File: src/rtl/fd_pipeline_register.sv
// ============================================================================
//  Module   : fd_pipeline_register
//  Brief    : Fetch/Decode pipeline register. Holds one instruction word for
//             the decode stage. Reset clears it to a NOP bubble.
//  Revision : 1.0  initial release
// ============================================================================
`default_nettype none

module fd_pipeline_register #(
    parameter int          WIDTH       = 32,
    parameter logic [WIDTH-1:0] RESET_VALUE = '0
) (
    input  logic [WIDTH-1:0] IR_Reg_IN,
    output logic [WIDTH-1:0] IR_Reg_OUT,
    input  logic             clk,
    input  logic             reset
);

    logic [WIDTH-1:0] w_ir_d;
    logic [WIDTH-1:0] r_ir_q;

    // Loads on every edge: there is no stall or flush input.
    always_comb begin
        w_ir_d = IR_Reg_IN;
    end

    always_ff @(posedge clk or negedge reset) begin
        if (!reset) begin
            r_ir_q <= RESET_VALUE;
        end else begin
            r_ir_q <= w_ir_d;
        end
    end

    assign IR_Reg_OUT = r_ir_q;

endmodule

`default_nettype wire

File: config.mk
export PLATFORM = sky130hd
export DESIGN_NAME = fd_pipeline_register
export DESIGN_NICKNAME = d
export VERILOG_FILES = /design/src/rtl/fd_pipeline_register.sv
export SDC_FILE = /design/constraint.sdc
export NUM_CORES = 1
export LEC_CHECK = 0
export CAP_MARGIN = 15
export CORE_MARGIN = 2
export CORE_UTILIZATION = 35
export CTS_BUF_LIST = sky130_fd_sc_hd__clkbuf_8
export CTS_CLUSTER_DIAMETER = 200
export DETAILED_ROUTE_END_ITERATION = 8
export PLACE_DENSITY = 0.89
export SYNTH_ARGS = -nofsm -noshare
export SYNTH_HDL_FRONTEND = slang
export SYNTH_SLANG_ARGS = --single-unit
File: constraint.sdc
create_clock -name clk -period 0.8 [get_ports clk]
set_input_delay 0.16 -clock clk [delete_from_list [all_inputs] [get_ports clk]]
set_output_delay 0.16 -clock clk [all_outputs]
set_load 0.005 [all_outputs]
==> impl_metrics.py, run 1 <==
metrics = {
    "sta": {
        "max_slew_margin_pct": 89.1,
        "tightest_slew_ns": 0.163,
        "fmax_mhz": 1090,
        "timing.final.crit_share_pct": 115,
        "rsz0062_at_grt": "yes",
        "min_period_ns": 0.917,
        "hold_viol_final": 0,
        "layout_setup_ws_ns": -0.117,
        "slew_viol_final": 0,
        "finalSetupViolCount": 32,
    },
    "finish": {
        "nNetsFinal": 139,
        "n_antenna_cell": 0,
        "drive_gt1_share_pct": 36.8,
        "multi_input_area_um2": 0,
        "largest_reg_flops": 32,
        "utilization_pct": 65.6,
        "multi_input_gates": 0,
        "area_delta_synth_final_pct": 79.4,
    },
    "routing": {
        "vias": 522,
        "routedWlPerCell_um": 12.3,
        "wl_mm": 1.65,
        "vias_per_cell": 3.90,
        "first_pass_iters": 1,
        "drc": 0,
        "drtIter0Drc": 0,
        "antenna_left": 0,
    },
    "critical_path": {
        "worstSetupPathType": "reg -> out",
        "cp_data_required_time_ns": 0.64,
        "crit_buf_inv": 1,
        "crit_fanout": 1,
        "path_depth": 1,
        "crit_chain": "buf_2",
        "worst_path_max_delay_cell": "dfrtp_1",
        "cp_top_family": "flip-flops",
        "arrival_ns": 0.76,
        "cpPeakStageDelay_ns": 0.36,
        "startpoint_type": "flop",
        "setup.worst_path.start": "IR_Reg_OUT[27]$_DFF_PN0_",
        "crit_end": "IR_Reg_OUT[27]",
        "cp-end-kind": "primary output",
    },
    "global_routing": {
        "antenna_found_initial": 0,
        "grt_pass1_wl_mm": 2.53,
        "track_usage_pct": 14.2,
        "grt_overflow": 0,
        "grt-busiest-layer": "met2",
        "grt_pass1_vias": 564,
        "grt_use_met3_pct": 8.33,
        "met1_usage_pct": 13.6,
        "use_met2_pct": 23.4,
        "grt_max_degree": 33,
    },
    "die": {
        "dieArea_mm2": 0.00269,
        "rows": 17,
        "io_pins": 66,
        "core_area_mm2": 0.00219,
        "start_util_pct": 36.6,
        "fp.dieH_um": 51.8,
        "die-width_um": 51.8,
    },
    "synth": {
        "yosys_warnings": 0,
        "yosysUniqueCellTypes": 1,
        "postSynthCellCount": 32,
        "seq_area_frac_synth_pct": 100,
        "yosys_register_bits": 32,
        "syn_nets": 66,
        "synth_area_um2": 801,
        "synth.avg_cell_area_um2": 25.0,
    },
    "power": {
        "sequentialPowerShare_pct": 54.1,
        "p_leak_nw": 0.691,
        "ir_drop_mv": 1.40,
        "internal_power_mw": 2.58,
        "power.share.combinational_pct": 9.2,
        "sw_frac_of_total_pct": 18.9,
        "p_clk_share_pct": 36.7,
        "power.density_mw_per_mm2": 2210,
        "power.switching_mw": 0.600,
        "total_power_mw": 3.18,
    },
    "placement": {
        "io_buffers": 65,
        "gp_congestion": 0.584,
        "dp_slack_ns": -0.184,
    },
    "cts": {
        "clk_pin_slew_ns": 0.06,
        "clock-sinks": 32,
        "cts_made_buffers": 5,
        "clk_path_buf_depth": 2,
        "clockRootBuffer": "clkbuf_8",
        "htree_levels": 2,
        "cts_setup_buffers": 0,
        "cts_tree": "built",
    },
    "run_status": {
        "outcome": "finished with violations",
        "violations": "negative setup slack",
    },
    "flow_run": {
        "max_cap_viol_count": 0,
    },
    "hold_path": {
        "hold_path_class": "in -> async",
    },
}
[layout by cell type (no fill, tap or decap)]
cell type / n
inv_1: 2
clkdlybuf4s50_1: 33
dfrtp_1: 32
clkbuf_8: 6
buf_2: 32
buf_12: 1
[kinds of logic after synthesis]
kind of cell / Yosys count / synth area share [%]
DFF: 32 / 100
[cells in the mapped netlist]
library cell	instances	area share, %
dfrtp_1	32	100
[timing repair]
action,in CTS,in global routing
resized for setup,127,0
hold buffers,0,0
endpoints found under the setup margin,32,32
pin swaps,0,0
[area by class of cell]
type / instances / area, µm²
flip-flops and latches: 32 / 801
clock inverters: 2 / 7.51
repair buffers: 66 / 510
well taps: 28 / 35.0
clock buffers: 6 / 82.6
fillers: 170 / 754
[how the worst min path moves through the flow]
| stage | startpoint | to | slack (ns) | depth (start not counted) |
|---|---|---|---|---|
| after floorplan | reset | IR_Reg_OUT[0]$_DFF_PN0_ | -0.14 | 0 |
| after global placement | reset | IR_Reg_OUT[18]$_DFF_PN0_ | 0.54 | 2 |
| after detailed placement | reset | IR_Reg_OUT[5]$_DFF_PN0_ | 0.54 | 2 |
| after CTS | reset | IR_Reg_OUT[5]$_DFF_PN0_ | 0.25 | 2 |
| after global routing | reset | IR_Reg_OUT[22]$_DFF_PN0_ | 0.26 | 2 |
| final | reset | IR_Reg_OUT[0]$_DFF_PN0_ | 0.25 | 2 |
[through the flow]
stage | area [µm²] | hold WS (ns) | TNS [ns] | std cells
after floorplan | 801 | -0.136 | 0 | 32
after global placement | 1510 | 0.538 | -4.86 | 126
after detailed placement | 1510 | 0.542 | -5.12 | 126
after CTS | 1440 | 0.247 | -3.85 | 134
after global routing | 1440 | 0.263 | -4.44 | 134
final | 1440 | 0.250 | -3.31 | 134
[power by group through the flow]
stage	Clock [mW]	Sequential, mW	Combinational (mW)
after global placement	0	1.75	0.373
final	1.16	1.72	0.293
after global routing	1.30	1.72	0.321
after floorplan	0	1.76	0
after CTS	1.22	1.72	0.301
after detailed placement	0	1.75	0.380
[per-layer routing]
layer / up-vias / wire length (µm)
li1: 241 / -
met2: 39 / 888
met3: 3 / 213
met4: 0 / 27
met1: 239 / 520
met5: - / 0
Power figures use the tool's default switching activity.
==> inputs of run 2 (changes only) <==
==> constraint.sdc (replaced) <==
create_clock -name clk -period 0.8 [get_ports clk]
set_input_delay 0.24 -clock clk [delete_from_list [all_inputs] [get_ports clk]]
set_output_delay 0.24 -clock clk [all_outputs]
set_load 0.005 [all_outputs]
==> results of run 2 <==
Same layout as run 1 (identical final DEF). Status: finished with violations: negative setup slack.
Among the figures that moved: setup slack after placement -0.184 ns -> -0.264 ns; setup slack after layout -0.117 ns -> -0.197 ns; setup TNS -3.31 ns -> -5.87 ns; hold slack 0.250 ns -> 0.330 ns
==> inputs of run 3 (changes only) <==
--- a/config.mk
+++ b/config.mk
@@ -6,12 +6,14 @@
 export NUM_CORES = 1
 export LEC_CHECK = 0
 export CAP_MARGIN = 15
+export CORE_ASPECT_RATIO = 0.75
 export CORE_MARGIN = 2
 export CORE_UTILIZATION = 35
 export CTS_BUF_LIST = sky130_fd_sc_hd__clkbuf_8
 export CTS_CLUSTER_DIAMETER = 200
 export DETAILED_ROUTE_END_ITERATION = 8
 export PLACE_DENSITY = 0.89
+export SETUP_SLACK_MARGIN = 0.05
 export SYNTH_ARGS = -nofsm -noshare
 export SYNTH_HDL_FRONTEND = slang
 export SYNTH_SLANG_ARGS = --single-unit
==> run 3 against run 2 <==
The run still ends with negative setup slack left. Largest power group unchanged. Critical endpoint is now IR_Reg_OUT[15]. Fmax shrank 1.0%. Largest cell class unchanged. Wire length grew 18%. Combinational power grew 2%.
==> impl_metrics.py, run 3 (synthesis results as in run 1) <==
metrics = {
    "run_status": {
        "outcome": "finished with violations",
        "violations": "negative setup slack",
    },
    "die": {
        "fp.dieH_um": 45.4,
        "dieArea_mm2": 0.00269,
        "rows": 14,
        "die-width_um": 59.2,
        "core_area_mm2": 0.00208,
        "io_pins": 66,
        "start_util_pct": 38.4,
    },
    "cts": {
        "cts_made_buffers": 5,
        "cts.hold.buffers_added": 0,
        "clk_pin_slew_ns": 0.06,
        "clockRootBuffer": "clkbuf_8",
        "clk_path_buf_depth": 2,
        "clock-sinks": 32,
        "htree_levels": 2,
        "cts_tree": "built",
    },
    "critical_path": {
        "cp_data_required_time_ns": 0.56,
        "worstSetupPathType": "reg -> out",
        "crit_buf_inv": 1,
        "cp-end-kind": "primary output",
        "startpoint_type": "flop",
        "crit_fanout": 1,
        "setup.worst_path.start": "IR_Reg_OUT[15]$_DFF_PN0_",
        "arrival_ns": 0.77,
        "cpPeakStageDelay_ns": 0.37,
        "worst_path_max_delay_cell": "dfrtp_1",
        "cp_top_family": "flip-flops",
        "crit_chain": "buf_2",
    },
    "sta": {
        "min_period_ns": 1.01,
        "hold_viol_final": 0,
        "max_slew_margin_pct": 88.6,
        "tightest_slew_ns": 0.170,
        "rsz0062_at_grt": "yes",
        "layout_setup_ws_ns": -0.207,
        "fmax_mhz": 993,
        "setup_tns_ns": -6.03,
        "hold_ws_ns": 0.338,
        "finalSetupViolCount": 32,
        "slew_viol_final": 0,
        "timing.final.crit_share_pct": 126,
    },
    "power": {
        "power.switching_mw": 0.640,
        "sequentialPowerShare_pct": 49.8,
        "p_leak_nw": 0.697,
        "sw_frac_of_total_pct": 18.5,
        "power.density_mw_per_mm2": 2380,
        "internal_power_mw": 2.81,
        "p_clk_share_pct": 41.6,
        "ir_drop_mv": 1.24,
        "power.share.combinational_pct": 8.6,
    },
    "finish": {
        "largest_reg_flops": 32,
        "area_delta_synth_final_pct": 80.9,
        "nNetsFinal": 139,
        "drive_gt1_share_pct": 37.7,
        "n_antenna_cell": 0,
        "multi_input_gates": 0,
        "layout_common_cells": "33 x clkdlybuf4s50_1, 32 x dfrtp_1, 32 x buf_2",
        "mostFrequentLayoutCell": "clkdlybuf4s50_1",
        "multi_input_area_um2": 0,
        "utilization_pct": 69.5,
    },
    "routing": {
        "vias_per_cell": 4.05,
        "drc": 0,
        "drtIter0Drc": 1,
        "wl_mm": 1.95,
        "vias": 527,
        "antenna_left": 0,
        "first_pass_iters": 2,
        "routedWlPerCell_um": 15.0,
    },
    "global_routing": {
        "grt_overflow": 0,
        "grt_max_degree": 33,
        "grt_pass1_vias": 531,
        "track_usage_pct": 16.4,
        "antenna_found_initial": 0,
        "grt_pass1_wl_mm": 2.86,
    },
    "hold_path": {
        "hold_path_class": "in -> async",
    },
    "placement": {
        "io_buffers": 65,
        "gp_congestion": 0.658,
    },
    "flow_run": {
        "max_cap_viol_count": 0,
    },
}
[run 3: cell count changes in the layout (fill, tap and decap cells not counted), sizes merged]
cell    change
bufinv      +1
clkbuf      -1
clkinv      +1
inv         -1
[run 3: routing by layer]
| layer | vias to the layer above | part of all wire [%] | track usage [%] |
|---|---|---|---|
| li1 | 241 | - | - |
| met1 | 241 | 40 | 19.5 |
| met2 | 42 | 47 | 25.1 |
| met3 | 3 | 12 | 8.24 |
| met4 | 0 | 0.87 | 8.18 |
| met5 | - | 0 | 0 |
[run 3: power groups by stage]
stage,registers [mW],logic [mW],clock network (mW)
after floorplan,1.76,0,0
after global placement,1.75,0.374,0
after detailed placement,1.75,0.381,0
after CTS,1.72,0.304,1.48
after global routing,1.73,0.324,1.53
final,1.72,0.298,1.43
[run 3: worst paths after layout]
kind	end	depth (start not counted)
min	IR_Reg_OUT[15]$_DFF_PN0_	2
min in group clk	IR_Reg_OUT[19]$_DFF_PN0_	1
max in group asynchronous	IR_Reg_OUT[24]$_DFF_PN0_	2
max	IR_Reg_OUT[15]	1
[run 3: through the flow]
step                instance area [µm²]  setup slack, ns  instances  power (mW)
floorplan                           801            0.211         32        1.76
global placement                   1500           -0.248        122        2.12
detailed placement                 1500           -0.267        122        2.13
CTS                                1450           -0.220        130        3.50
global route                       1450           -0.239        130        3.58
finish                             1450           -0.207        130        3.45
[run 3: repair_timing]
item	CTS	global route
buffers inserted	0	0
endpoints found under the setup margin	32	32
pin swaps	0	0
resized for setup	126	0
[run 3: area by class of cell]
class	instances	area (µm²)
clock buffer	5	68.8
clock inverter	3	38.8
fill	147	636
sequential	32	801
tap	24	30.0
timing repair buffer	66	510
